==> config.mk <==
export PLATFORM = sky130hd
export DESIGN_NAME = raster_line_sched
export DESIGN_NICKNAME = d
export VERILOG_FILES = /design/src/rtl/raster_line_sched.sv
export SDC_FILE = /design/constraint.sdc
export NUM_CORES = 1
export LEC_CHECK = 0
export BUFFER_PORTS_ARGS = -buffer_cell sky130_fd_sc_hd__buf_2
export CAP_MARGIN = 25
export CORE_ASPECT_RATIO = 2
export CORE_MARGIN = 3
export CORE_UTILIZATION = 60
export DETAILED_ROUTE_END_ITERATION = 16
export PLACE_DENSITY = 0.82
export REMOVE_ABC_BUFFERS = 1
export SETUP_SLACK_MARGIN = 0.2
export SLEW_MARGIN = 30
export SYNTH_ARGS = -nofsm -noshare
export SYNTH_HDL_FRONTEND = slang
export SYNTH_SLANG_ARGS = --single-unit
export TNS_END_PERCENT = 20
==> constraint.sdc <==
create_clock -name clk -period 8.29 [get_ports clk]
set_clock_uncertainty 0.05 [all_clocks]
set_input_delay 1.658 -clock clk [delete_from_list [all_inputs] [get_ports clk]]
set_output_delay 1.658 -clock clk [all_outputs]
set_load 0.02 [all_outputs]
==> src/rtl/raster_line_sched.sv <==
// rtl/raster_line_sched.sv - per-line/per-frame raster parameter scheduler (optional RASTER_SCHED_CLAMP_EN saturating step)
module raster_line_sched #(
    parameter int H_ACTIVE       = 640,
    parameter int V_ACTIVE       = 480,
    parameter int LAST_STEP_LINE = 478
) (
    input  logic        clk,
    input  logic        rst_n,
    input  logic [9:0]  x,
    input  logic [9:0]  y,
    input  logic        in_valid,
    output logic        in_ready,
    input  logic [2:0]  in_tri_color,
    input  logic [19:0] in_yv0,
    input  logic [19:0] in_yv1,
    input  logic [19:0] in_yv2,
    input  logic [19:0] in_e0_row0,
    input  logic [19:0] in_e1_row0,
    input  logic [19:0] in_e2_row0,
    input  logic [19:0] in_e0_dy,
    input  logic [19:0] in_e1_dy,
    input  logic [19:0] in_e2_dy,
    input  logic [21:0] in_iy_row0,
    input  logic [21:0] in_iz_row0,
    input  logic [21:0] in_iy_dy,
    input  logic [21:0] in_iz_dy,
    input  logic [21:0] in_iy_dx,
    input  logic [21:0] in_iz_dx,
    output logic [2:0]  tri_color,
    output logic [19:0] y_screen_v0,
    output logic [19:0] y_screen_v1,
    output logic [19:0] y_screen_v2,
    output logic [19:0] e0_init_t1,
    output logic [19:0] e1_init_t1,
    output logic [19:0] e2_init_t1,
    output logic [21:0] bar_iy,
    output logic [21:0] bar_iz,
    output logic [21:0] bar_iy_dx,
    output logic [21:0] bar_iz_dx,
    output logic        commit
);

    localparam logic [9:0] H_COL     = 10'(H_ACTIVE);
    localparam logic [9:0] V_LINE    = 10'(V_ACTIVE);
    localparam logic [9:0] LAST_LINE = 10'(LAST_STEP_LINE);

    localparam logic [1:0] S_IDLE   = 2'd0;
    localparam logic [1:0] S_STEP   = 2'd1;
    localparam logic [1:0] S_COMMIT = 2'd2;

    logic [1:0]  state;
    logic [2:0]  step_idx;
    logic        pending;
    logic        capture;

    logic [2:0]  sh_color;
    logic [19:0] sh_yv0, sh_yv1, sh_yv2;
    logic [19:0] sh_e0_row0, sh_e1_row0, sh_e2_row0;
    logic [19:0] sh_e0_dy, sh_e1_dy, sh_e2_dy;
    logic [21:0] sh_iy_row0, sh_iz_row0, sh_iy_dy, sh_iz_dy, sh_iy_dx, sh_iz_dx;

    logic [19:0] act_e0_row0, act_e1_row0, act_e2_row0;
    logic [19:0] act_e0_dy, act_e1_dy, act_e2_dy;
    logic [21:0] act_iy_row0, act_iz_row0, act_iy_dy, act_iz_dy;

    logic [21:0] op_a, op_b;
    logic [19:0] edge_sum;
    logic [21:0] bar_sum;

    assign in_ready = !pending;
    assign capture  = in_valid && !pending;
    assign commit   = (state == S_COMMIT);

    // One shared adder; the step index picks which output/increment pair it serves.
    always_comb begin
        op_a = '0;
        op_b = '0;
        case (step_idx)
            3'd0: begin op_a = {{2{e0_init_t1[19]}}, e0_init_t1}; op_b = {{2{act_e0_dy[19]}}, act_e0_dy}; end
            3'd1: begin op_a = {{2{e1_init_t1[19]}}, e1_init_t1}; op_b = {{2{act_e1_dy[19]}}, act_e1_dy}; end
            3'd2: begin op_a = {{2{e2_init_t1[19]}}, e2_init_t1}; op_b = {{2{act_e2_dy[19]}}, act_e2_dy}; end
            3'd3: begin op_a = bar_iy; op_b = act_iy_dy; end
            3'd4: begin op_a = bar_iz; op_b = act_iz_dy; end
            default: ;
        endcase
    end

`ifdef RASTER_SCHED_CLAMP_EN
    logic signed [22:0] sum_wide;
    assign sum_wide = $signed({op_a[21], op_a}) + $signed({op_b[21], op_b});

    always_comb begin
        if (sum_wide > 23'sd524287)        edge_sum = 20'h7FFFF;
        else if (sum_wide < -23'sd524288)  edge_sum = 20'h80000;
        else                               edge_sum = sum_wide[19:0];
        if (sum_wide > 23'sd2097151)       bar_sum = 22'h1FFFFF;
        else if (sum_wide < -23'sd2097152) bar_sum = 22'h200000;
        else                               bar_sum = sum_wide[21:0];
    end
`else
    logic [21:0] sum_wrap;
    assign sum_wrap = op_a + op_b;
    assign edge_sum = sum_wrap[19:0];
    assign bar_sum  = sum_wrap;
`endif

    always_ff @(posedge clk or negedge rst_n) begin
        if (!rst_n) begin
            state    <= S_IDLE;
            step_idx <= 3'd0;
            pending  <= 1'b0;
            sh_color <= '0;
            sh_yv0 <= '0; sh_yv1 <= '0; sh_yv2 <= '0;
            sh_e0_row0 <= '0; sh_e1_row0 <= '0; sh_e2_row0 <= '0;
            sh_e0_dy <= '0; sh_e1_dy <= '0; sh_e2_dy <= '0;
            sh_iy_row0 <= '0; sh_iz_row0 <= '0; sh_iy_dy <= '0; sh_iz_dy <= '0;
            sh_iy_dx <= '0; sh_iz_dx <= '0;
            act_e0_row0 <= '0; act_e1_row0 <= '0; act_e2_row0 <= '0;
            act_e0_dy <= '0; act_e1_dy <= '0; act_e2_dy <= '0;
            act_iy_row0 <= '0; act_iz_row0 <= '0; act_iy_dy <= '0; act_iz_dy <= '0;
            tri_color <= '0;
            y_screen_v0 <= '0; y_screen_v1 <= '0; y_screen_v2 <= '0;
            e0_init_t1 <= '0; e1_init_t1 <= '0; e2_init_t1 <= '0;
            bar_iy <= '0; bar_iz <= '0; bar_iy_dx <= '0; bar_iz_dx <= '0;
        end else begin
            if (capture) begin
                pending    <= 1'b1;
                sh_color   <= in_tri_color;
                sh_yv0     <= in_yv0;     sh_yv1 <= in_yv1;         sh_yv2 <= in_yv2;
                sh_e0_row0 <= in_e0_row0; sh_e1_row0 <= in_e1_row0; sh_e2_row0 <= in_e2_row0;
                sh_e0_dy   <= in_e0_dy;   sh_e1_dy <= in_e1_dy;     sh_e2_dy <= in_e2_dy;
                sh_iy_row0 <= in_iy_row0; sh_iz_row0 <= in_iz_row0;
                sh_iy_dy   <= in_iy_dy;   sh_iz_dy <= in_iz_dy;
                sh_iy_dx   <= in_iy_dx;   sh_iz_dx <= in_iz_dx;
            end

            case (state)
                S_IDLE: begin
                    if (y == V_LINE && x == H_COL) begin
                        state <= S_COMMIT;
                    end else if (y <= LAST_LINE && x == H_COL) begin
                        state    <= S_STEP;
                        step_idx <= 3'd0;
                    end
                end
                S_STEP: begin
                    case (step_idx)
                        3'd0:    e0_init_t1 <= edge_sum;
                        3'd1:    e1_init_t1 <= edge_sum;
                        3'd2:    e2_init_t1 <= edge_sum;
                        3'd3:    bar_iy     <= bar_sum;
                        default: bar_iz     <= bar_sum;
                    endcase
                    if (step_idx == 3'd4) state <= S_IDLE;
                    else                  step_idx <= step_idx + 3'd1;
                end
                S_COMMIT: begin
                    // Without a pending upload the active set is kept and row0 is replayed.
                    if (pending) begin
                        pending     <= 1'b0;
                        act_e0_row0 <= sh_e0_row0; act_e1_row0 <= sh_e1_row0; act_e2_row0 <= sh_e2_row0;
                        act_e0_dy   <= sh_e0_dy;   act_e1_dy <= sh_e1_dy;     act_e2_dy <= sh_e2_dy;
                        act_iy_row0 <= sh_iy_row0; act_iz_row0 <= sh_iz_row0;
                        act_iy_dy   <= sh_iy_dy;   act_iz_dy <= sh_iz_dy;
                        tri_color   <= sh_color;
                        y_screen_v0 <= sh_yv0;     y_screen_v1 <= sh_yv1;     y_screen_v2 <= sh_yv2;
                        e0_init_t1  <= sh_e0_row0; e1_init_t1 <= sh_e1_row0;  e2_init_t1 <= sh_e2_row0;
                        bar_iy      <= sh_iy_row0; bar_iz <= sh_iz_row0;
                        bar_iy_dx   <= sh_iy_dx;   bar_iz_dx <= sh_iz_dx;
                    end else begin
                        e0_init_t1  <= act_e0_row0; e1_init_t1 <= act_e1_row0; e2_init_t1 <= act_e2_row0;
                        bar_iy      <= act_iy_row0; bar_iz <= act_iz_row0;
                    end
                    state <= S_IDLE;
                end
                default: state <= S_IDLE;
            endcase
        end
    end

endmodule

==> impl_metrics.ini <==
[outcome]
status = complete, no violations

[route]
avgViaCountPerCell = 6.16
drtIter0Drc = 1488
wl_um = 91500
dr.pass1.iters = 5
wl_per_cell_um = 26.2
postRouteAntennaNets = 0
vias = 21542
drc = 0

[die]
boundaryPins = 551
die-height_um = 329
dieWidth_um = 168
initial_core_util_pct = 61.1
die_area_mm2 = 0.0552
core_mm2 = 0.0512
rows = 117

[sta]
max_freq_ghz = 0.201
finalSetupViolations = 0
drv_slew = 0
rsz0062_at_grt = false
finalHoldViolations = 0
layout_setup_ws_ns = 3.33
period_share_pct = 59.9
tightestPinTransition_ns = 1.01
min_period_ns = 4.96
maxSlewHeadroom_pct = 32.4

[logic_synthesis]
synthSimpleGateAreaFrac_pct = 4.00
synth_edf_count = 0
synth_cell_type_count = 60
synth_xor_area_share_pct = 0.555
synth.area.mux_share_pct = 25.0
postSynth.asyncResetShare_pct = 100
syn_avg_cell_area_um2 = 13.6
synth-compound-area-share_pct = 7.94
netlist_area_mm2 = 0.0313
ys_ff_latch = 740
synth_fa_ha_area_share_pct = 1.10
syn_inst = 2301
yosysWarnings = 0
seq_area_frac_synth_pct = 59.1
ys.flop_type = dfrtp_1
synth_top_family_by_area = multiplexers

[finish]
multi_input_area_mm2 = 0.0121
final_cells = 3499
fill_cells = 3494
layout.area.seq_mm2 = 0.0185
final_cell_mix = 739 x dfrtp_1, 623 x mux2_2, 549 x buf_2
drive_gt1_share_pct = 46.6
nets = 3149
mostFrequentLayoutCell = dfrtp_1
area_growth_pct = 17.3

[global_routing]
track_usage_pct = 32.7
grt_pass1_vias = 23354
grt_start_max_net_pins = 192
gr-total-overflow = 0
antenna_found_initial = 13
grt_pass1_wl_um = 138000

[worst_setup_path]
worstPathRequired_ns = 8.70
cp.arrival_ns = 5.37
path_cells = inv_1 > ha_1 > and2_2 > buf_4 > a222oi_1 > o21ai_0 > ha_1 > a21oi_1 > o211ai_1 > a221oi_1 > o31ai_1 > xnor2_1 > o221ai_1
slowest_stage = and2_2
path_max_fanout = 29
end_kind = register
start_kind = register
cp_common_cell = ha_1
max_stage_delay_ns = 0.79
critPathKind = register to register

[min_path]
hold_path_class = register to register

[run]
cap_violations = 0

[clocking]
cts_tree = built
htreeDepth = 2
cts_max_path_buffers = 3
cts_setup_buffers = 0
root_buffer = clkbuf_16
numCtsBuffers = 61
clock_sinks = 740
clk_latency_ns = 0.64
postCtsHoldBufs = 0
clk_pin_slew_worst_paths_ns = 0.07
cts-resized-gates = 0

[place]
dpl.hpwl_um = 65200
gp_congestion = 0.945
place_inst = 3372
dpl_worst_slack_ns = 3.39
io_buffers = 550

[pwr]
leakagePower_uw = 0.0189
pwr-share-clk_pct = 41.1
power.share.sequential_pct = 53.3
p_int_uw = 5760
power.share.switching_pct = 22.5
power_frac_comb_pct = 5.6
power_density_mw_per_mm2 = 202
p_sw_uw = 1680
peakVddDrop_v = 0.000248
## worst max-delay path: cells and delay by family (launching register included)
| kind | cells | cell delay, ns |
|---|---|---|
| xor+xnor | 1 | 0.41 |
| simple gates | 1 | 0.79 |
| buf+inv | 2 | 0.47 |
| fa+ha+maj | 2 | 1.18 |
| flops | 1 | 0.40 |
| compound gates | 7 | 1.47 |
## final cells by class
| type | count | area share, % |
|---|---|---|
| Antenna cell | 9 | 0.0613 |
| Clock buffer | 94 | 5.01 |
| Clock inverter | 21 | 0.773 |
| Inverter | 10 | 0.102 |
| Multi-Input combinational cell | 1395 | 33.0 |
| Sequential cell | 740 | 50.4 |
| Tap cell | 654 | 2.23 |
| Timing Repair Buffer | 576 | 8.42 |
## cells in the mapped netlist (9+ instances only)
master    count  area (um2)
a21oi_1      54         270
nand2_1     105         394
mux2_2      623        7020
a22oi_1      78         586
nand3_1      47         235
nor2_1       67         251
nor2b_1      19         119
buf_2        25         125
ha_1         26         325
mux2i_1      81         811
dfrtp_1     740       18500
a222oi_1     15         150
a211oi_1     36         270
and2_1       10        62.6
inv_1         9        33.8
a31oi_1      47         294
o21ai_0      69         345
nor3_1       12        60.1
xnor2_1      10        87.6
a21o_1       10        75.1
buf_1        10        37.5
clkbuf_1    113         424
## cells by family (layout without fill, tap and decap cells)
logic type / Yosys count / in the layout
DFF: 740 / 740
muxes: 704 / 704
AOI/OAI and AO/OA: 366 / 366
and+or+nand+nor: 279 / 279
buffers and inverters: 166 / 701
adders and majority gates: 27 / 27
xor gates and xnor gates: 19 / 19
other: 0 / 9
## final timing paths
check / cells past startpoint / startpoint / endpoint / slack (ns)
setup reg to reg: 13 / step_idx[0] / bar_iz[18] / 3.33
min in group asynchronous: 1 / rst_n / sh_yv1[2] / 0.88
max in group asynchronous: 4 / rst_n / act_e2_row0[2] / 5.56
hold reg to reg: 2 / act_e2_row0[2] / act_e2_row0[2] / 0.43
hold / removal: 2 / act_e2_row0[2] / act_e2_row0[2] / 0.43
setup / recovery: 13 / step_idx[0] / bar_iz[18] / 3.33
## layer usage
metal  vias to the layer above  routed length, um  track usage (%)
li1                       9363                  -                -
met4                        12               7550             22.3
met1                     10863              30100             34.6
met5                         -                 60                0
met3                       327               6590             7.30
met2                       977              47300             57.7
## stage by stage
stage	setup TNS (ns)	cell area (um2)	util, %	hold WS (ns)	power [uW]
floorplan	-4740.33	30600	-	0.399	4170
global placement	0	34500	67.4	0.414	4410
detailed placement	0	34500	67.4	0.424	4440
CTS	0	36700	71.5	0.438	7490
global route	0	36700	71.7	0.465	7670
finish	0	36800	71.7	0.435	7440
## power by group through the flow
stage,clock [uW],sequential (uW),combinational [uW]
finish,3060,3960,419
detailed placement,0,4020,419
CTS,3100,3960,424
floorplan,0,3950,215
global route,3230,3980,463
global placement,0,4010,398
No activity file was read; power rests on OpenSTA's default activity.
